==> src/rtl/serial_subtractor.sv <==
// -----------------------------------------------------------------------------
// serial_subtractor
//   Bit-serial two's-complement subtractor, D = A - B, one bit per clock.
//   It uses a single full-adder cell. The adder sees the inverted B bit, and
//   its carry is preset to 1, so it forms A + ~B + 1.
//   Operands are accepted with a START/DONE handshake. The difference and its
//   flags are registered once, when the operation finishes.
//
//   state | meaning
//   ------+----------------------------------------------------------------
//   IDLE  | waiting for START; the last result is held on D/BO/V/Z
//   RUN   | one operand bit is processed per edge, LSB first; BUSY=1
//   FIN   | result valid; DONE=1 for this cycle only; START may re-accept
//
// Ports
//   CLK    in   rising-edge clock
//   RST    in   asynchronous active-low reset
//   START  in   request; sampled only in IDLE or FIN
//   A, B   in   minuend / subtrahend, captured on the accepting edge
//   BUSY   out  high while in RUN
//   DONE   out  one-cycle completion pulse (FIN)
//   D      out  A - B modulo 2^WIDTH
//   BO     out  borrow out; 1 iff unsigned A < B
//   V      out  signed overflow
//   Z      out  1 iff D == 0
// -----------------------------------------------------------------------------
module serial_subtractor #(
  parameter int WIDTH = 32
) (
  input  logic             CLK,
  input  logic             RST,
  input  logic             START,
  input  logic [WIDTH-1:0] A,
  input  logic [WIDTH-1:0] B,
  output logic             BUSY,
  output logic             DONE,
  output logic [WIDTH-1:0] D,
  output logic             BO,
  output logic             V,
  output logic             Z
);

  localparam int CW = $clog2(WIDTH);
  localparam logic [CW-1:0] LAST_BIT = CW'(WIDTH - 1);

  typedef enum logic [1:0] {
    S_IDLE = 2'd0,
    S_RUN  = 2'd1,
    S_FIN  = 2'd2
  } state_t;

  state_t           state_q;
  logic [WIDTH-1:0] sa_q;
  logic [WIDTH-1:0] sb_q;
  logic [WIDTH-1:0] res_q;
  logic             carry_q;
  logic [CW-1:0]    cnt_q;
  logic             a_msb_q;
  logic             b_msb_q;

  logic             nb;
  logic             sum_d;
  logic             carry_d;
  logic [WIDTH-1:0] res_d;

  // Full-adder cell on the current LSBs, with the subtrahend bit inverted.
  always_comb begin
    nb      = ~sb_q[0];
    sum_d   = sa_q[0] ^ nb ^ carry_q;
    carry_d = (sa_q[0] & nb) | (sa_q[0] & carry_q) | (nb & carry_q);
    // The new sum bit enters at the MSB. After WIDTH shifts, bit 0 of the
    // difference has reached position 0.
    res_d   = {sum_d, res_q[WIDTH-1:1]};
  end

  always_ff @(posedge CLK or negedge RST) begin
    if (!RST) begin
      state_q <= S_IDLE;
      sa_q    <= '0;
      sb_q    <= '0;
      res_q   <= '0;
      carry_q <= 1'b0;
      cnt_q   <= '0;
      a_msb_q <= 1'b0;
      b_msb_q <= 1'b0;
      BUSY    <= 1'b0;
      DONE    <= 1'b0;
      D       <= '0;
      BO      <= 1'b0;
      V       <= 1'b0;
      Z       <= 1'b0;
    end else begin
      case (state_q)
        S_IDLE, S_FIN: begin
          DONE <= 1'b0;
          if (START) begin
            sa_q    <= A;
            sb_q    <= B;
            a_msb_q <= A[WIDTH-1];
            b_msb_q <= B[WIDTH-1];
            carry_q <= 1'b1;
            cnt_q   <= '0;
            BUSY    <= 1'b1;
            state_q <= S_RUN;
          end else begin
            BUSY    <= 1'b0;
            state_q <= S_IDLE;
          end
        end

        S_RUN: begin
          sa_q    <= sa_q >> 1;
          sb_q    <= sb_q >> 1;
          carry_q <= carry_d;
          res_q   <= res_d;
          cnt_q   <= cnt_q + CW'(1);
          if (cnt_q == LAST_BIT) begin
            state_q <= S_FIN;
            BUSY    <= 1'b0;
            DONE    <= 1'b1;
            D       <= res_d;
            // A carry out of A + ~B + 1 means that no borrow occurred.
            BO      <= ~carry_d;
            // Overflow can occur only when the operand signs differ and the
            // result sign differs from the minuend sign.
            V       <= (a_msb_q ^ b_msb_q) & (res_d[WIDTH-1] ^ a_msb_q);
            Z       <= ~|res_d;
          end
        end

        default: begin
          state_q <= S_IDLE;
          BUSY    <= 1'b0;
          DONE    <= 1'b0;
        end
      endcase
    end
  end

endmodule
==> config.mk <==
export PLATFORM = sky130hd
export DESIGN_NAME = serial_subtractor
export DESIGN_NICKNAME = d
export VERILOG_FILES = /design/src/rtl/serial_subtractor.sv
export SDC_FILE = /design/constraint.sdc
export NUM_CORES = 1
export LEC_CHECK = 0
export ABC_AREA = 0
export BUFFER_PORTS_ARGS = -buffer_cell sky130_fd_sc_hd__clkbuf_2
export CORE_ASPECT_RATIO = 1.5
export CORE_MARGIN = 5
export CORE_UTILIZATION = 44
export CTS_BUF_LIST = sky130_fd_sc_hd__clkbuf_4
export CTS_CLUSTER_DIAMETER = 80
export CTS_CLUSTER_SIZE = 16
export DETAILED_ROUTE_END_ITERATION = 10
export PLACE_DENSITY = 0.74
export SYNTH_ARGS = -nofsm -noshare
export SYNTH_HDL_FRONTEND = slang
export SYNTH_SLANG_ARGS = --single-unit
export TNS_END_PERCENT = 50
==> constraint.sdc <==
create_clock -name CLK -period 1.7 [get_ports CLK]
set_input_delay 0.17 -clock CLK [delete_from_list [all_inputs] [get_ports CLK]]
set_output_delay 0.17 -clock CLK [all_outputs]
set_load 0.005 [all_outputs]
# Yosys cells after proc, flatten, opt, wreduce, memory -nomap -nowiden
# Cells that the tools add are included.
[totals] elab_cells=56 out_inout_bits=37 reg_bits=143
[classes] mux=16 reduce_logical=8 eq_ne=5 bitwise_logic=12 add_sub_neg=1
[ops] cell="32-bit case mux with 2 select lines" n=2
[ops] cell="32-bit 2-to-1 mux" n=2
[ops] cell="32-bit OR reduction" n=1
[ops] cell="5-bit case mux with 2 select lines" n=1
[ops] cell="1-bit 2-to-1 mux" n=6
[ops] cell="2-bit AND reduction" n=3
[ops] cell="5-bit by 1-bit adder with 5-bit output (second input constant)" n=1
[ops] cell="5-bit == test (second input constant)" n=1
[ops] cell="5-bit 2-to-1 mux" n=1
[ops] cell="1-bit bitwise AND" n=4
[ops] cell="2-bit inequality test (second input constant)" n=2
[ops] cell="1-bit case mux with 2 select lines" n=2
[ops] cell="2-bit case mux with 2 select lines" n=1
[ops] cell="1-bit bitwise XOR" n=4
[ops] cell="2-bit by 1-bit == test with 1-bit output (second input constant)" n=1
[ops] cell="2-bit == test (second input constant)" n=1
[ops] cell="2-bit zero test" n=1
[ops] cell="2-bit 2-to-1 mux" n=1
[ops] cell="1-bit inverter" n=2
[ops] cell="1-bit bitwise OR" n=2
[ops] cell="2-bit nonzero test" n=1
[ops] cell="2-bit OR reduction" n=1
[ops] cell="1-bit zero test" n=1

# Logic depth before layout (Yosys ltp)
[depth] word_depth=5 ltp_mapped=8

# Worst setup path before layout
# OpenSTA, ideal clock, no wires.
[synth_path] path_kind="register to register" startpoint="register cnt_q[0]" endpoint="register D[26]" arrival_ps=1737 period_less_slack_ps=1862 n_path_buf=2 stages_incl_launch_ff=8 path_slack_ps=-162 cell_sequence="dfrtp_1 > ha_1 > and3_1 > ha_1 > nand3b_1 > buf_2 > buf_6 > mux2_2"
[synth_between] elab_chain_len=2
[synth_rtl] item="from (decl)" line="57" source="logic [CW-1:0] cnt_q;"
[synth_rtl] item="from (signal assigned)" line="116" source="cnt_q <= cnt_q + CW'(1);"
[synth_rtl] item="5-bit == test" line="117" source="if (cnt_q == LAST_BIT) begin"
[synth_rtl] item="2-bit AND reduction (no source line)"
[synth_rtl] item="to (signal assigned)" line="121" source="D <= res_d;"
[synth_rtl] item="to (decl)" line="37" source="output logic [WIDTH-1:0] D,"
# No other way between the ends.
# A chain may end at the register's enable or synchronous reset.

# Worst setup path in the final report
[layout_path] startpoint="register cnt_q[0]" endpoint="register D[6]"
# The elaborated chain is that of the path after synthesis.

==> impl_metrics.toml <==
[run_status]
status = "finished with violations"
violations = "negative setup slack"

[cells_and_area]
syn2layout_area_growth_pct = 35.8
multi_input_area_um2 = 2240
layout-drive-gt1-share = 0.278
final_util = 0.607
nets = 792
fillers = 1027
seq_area_um2 = 3530

[floorplanning]
die_h_um = 150
start_util = 0.447
num_io_pins = 104
die_w_um = 104
core_um2 = 13000
die_area_um2 = 15600
fp-row-count = 51

[power]
leakagePower_nw = 4.06
pwr-share-clk = 0.187
p_per_area_nw_per_um2 = 1590
p_sw_frac = 0.356
power_frac_comb = 0.354
power.internal_mw = 8.06
vdd_ir_drop_max_mv = 0.711
switching_power_mw = 4.45
finalPower_mw = 12.5
seqPwrFrac = 0.458

[sta]
finalSetupViolations = 33
hold_violations = 0
post-route-period-util = 1.06
setup_ws_ps = -93.9
slew_headroom = 0.734
rsz0062_at_grt = "true"
clock_skew_ps = 18.7
drv_slew = 0
tightest_slew_ps = 399
fmax_mhz = 557
fin_crit_ps = 1790

[place]
place_ws_ps = -72.2
dp_hpwl_um = 8610
gp_congestion = 0.707
port_buffers = 103

[critical_path]
worstPathRequired_ps = 2090
r2r_cells = 7
end_kind = "flop"
path_cells = "ha_2, and3_4, ha_4, nand3b_1, buf_6, clkbuf_16, mux2_4"
critPathKind = "flop to flop"
r2r-start = "cnt_q[0]"
critPathCapture = "D[6]"
cp_max_fo = 5
cpMaxStageDelayCell = "dfrtp_1"
reg2reg_to = "D[6]"
crit_path_start_kind = "flop"
startpoint = "cnt_q[0]"
ff2ff_setup_slack_ps = -90
slowest_delay_ps = 400
worstPathArrival_ps = 2190

[yosys]
synth_adder_area_share = 0.00779
synth_seq_cells = 141
synth_compound_area_frac = 0.0952
synthArstFlopShare = 1.00
synthMuxAreaShare = 0.0658
avgSynthCellArea_um2 = 10.6
yosys_warnings = 0
syn-num-nets = 617
synth-xor-area-share = 0
synth_top_family_by_area = "simple AND/OR/NAND/NOR gates"
synthSimpleGateAreaFrac = 0.186
netlist_area_um2 = 5780
synth-edff-count = 0
syn_inst = 547
yosysUniqueCellTypes = 30
yosysSeqAreaShare = 0.610
synth_ff_type = "dfrtp_1"

[clock_network]
cts_buffer_depth = 2
cts_inserted_buffers = 17
clock_latency_ps = 510
root_buffer = "clkbuf_4"
clkSinkCount = 141
cts_tree = "yes"
h-tree-depth = 4
clk_pin_slew_worst_paths_ps = 110

[route]
drc_errors = 0
dr.pass1.iters = 5
drt_iter0_markers = 294
via_per_inst = 5.32
detail-route-antenna-nets = 0
vias = 4764
drt_wl_total_um = 14600
routedWlPerCell_um = 16.3

[min_path]
hp-class = "input port to flop"
worstHoldStart = "START"

[flow_run]
maxCapViolations = 0

[grt]
grt_antenna_before_repair = 0
grt-ovfl-total = 0
grt_max_degree = 43
grt_util_all_layers = 0.188
grt_pass1_vias = 4840
grt_pass1_wl_um = 23900
## how the worst min path moves through the flow
| stage | endpoint | slack (ps) | depth (start not counted) |
|---|---|---|---|
| floorplan | BO | -130 | 0 |
| detailed placement | D[14] | 110 | 1 |
| global placement | D[14] | 110 | 1 |
| CTS | a_msb_q | 10 | 4 |
| finish | a_msb_q | 70 | 4 |
| global route | a_msb_q | 30 | 4 |
## layout make-up
type,instances,area share
Antenna cell,2,0.000637
Clock buffer,19,0.0182
Clock inverter,13,0.0220
Inverter,3,0.00143
Multi-Input combinational cell,362,0.286
Sequential cell,141,0.449
Tap cell,159,0.0253
Timing Repair Buffer,197,0.198
## placed cells by master (no fill, tap or decap), types with 2 or more instances in the layout
| cell | count |
|---|---|
| a22o_1 | 4 |
| buf_12 | 6 |
| nand3_1 | 62 |
| a22oi_1 | 61 |
| dlygate4sd3_1 | 65 |
| clkbuf_16 | 2 |
| clkinvlp_4 | 4 |
| mux2_4 | 32 |
| mux2i_1 | 2 |
| buf_16 | 2 |
| nor3_1 | 2 |
| dfrtp_1 | 141 |
| nand2_1 | 163 |
| o21ai_0 | 3 |
| nor4_1 | 7 |
| clkbuf_2 | 102 |
| clkinv_1 | 2 |
| inv_1 | 3 |
| clkbuf_4 | 19 |
| buf_4 | 16 |
| bufinv_16 | 4 |
| clkinv_2 | 3 |
| buf_6 | 3 |
| diode_2 | 2 |
| nor2b_4 | 2 |
| nor2_1 | 4 |
| nand4_1 | 3 |
## metrics by stage
step	instances	area (µm²)	TNS, ps	hold slack (ps)
2_1_floorplan	547	5810	-43.3	-126
3_3_place_gp	789	6590	-132	107
3_5_place_dp	789	6590	-1960	111
4_1_cts	890	7670	-1770	13.9
5_1_grt	894	7850	-3280	27.1
6_report	896	7860	-2330	67.8
## routing by layer
| layer | share of wire | global-route usage |
|---|---|---|
| met5 | 0 | 0 |
| met4 | 0.022 | 0.0722 |
| met3 | 0.056 | 0.0468 |
| met2 | 0.52 | 0.318 |
| met1 | 0.40 | 0.231 |
## state kept, by name (all words and copies together) (netlist names)
register and flops:
BO 1, BUSY 1, D 32, DONE 1, V 1, Z 1, a_msb_q 1, b_msb_q 1
carry_q 1, cnt_q 5, res_q 31, sa_q 32, sb_q 32, state_q 1
## Yosys cell counts (all sizes together), types with 2 or more instances
cell | n | area share
nand2 | 164 | 0.11
dfrtp | 141 | 0.61
nand3 | 62 | 0.054
a22oi | 61 | 0.079
buf | 34 | 0.029
mux2 | 32 | 0.062
nor4 | 8 | 0.0087
clkbuf | 7 | 0.0045
a22o | 4 | 0.0061
nor2 | 4 | 0.0026
o21ai | 4 | 0.0035
inv | 3 | 0.0019
nand4 | 3 | 0.0032
ha | 2 | 0.0043
mux2i | 2 | 0.0035
nand2b | 2 | 0.0022
nor2b | 2 | 0.0022
nor3 | 2 | 0.0017
o31ai | 2 | 0.0026
## what timing repair did
action | 4_1_cts | 5_1_grt
pin swaps | 0 | 2
hold buffers | 65 | 0
endpoints found under the hold margin | 207 | 0
cloned | 2 | 2
setup endpoints to repair | 32 | 35
setup buffers | 2 | 2
gates resized for setup | 15 | 29
## critical path, delay by kind of cell, from the launching register on
family / cells / cell delay (ps)
fa+ha+maj: 2 / 340
mux: 1 / 300
flops: 1 / 400
buf+inv: 2 / 360
simple gates: 2 / 270
## logic make-up after synthesis
group | count (synthesis)
AOI/OAI and AO/OA | 74
adders and majority gates | 3
buffers and inverters | 44
DFF | 141
muxes | 34
and+or+nand+nor | 251
## power by group through the flow
stage / combinational [mW] / sequential (mW) / clock [mW]
floorplan: 2.80 / 5.48 / 0
global placement: 3.90 / 5.65 / 0
detailed placement: 4.09 / 5.74 / 0
CTS: 4.31 / 5.68 / 2.42
global route: 4.99 / 5.89 / 2.58
finish: 4.43 / 5.73 / 2.34
Power figures use the tool's default switching activity.
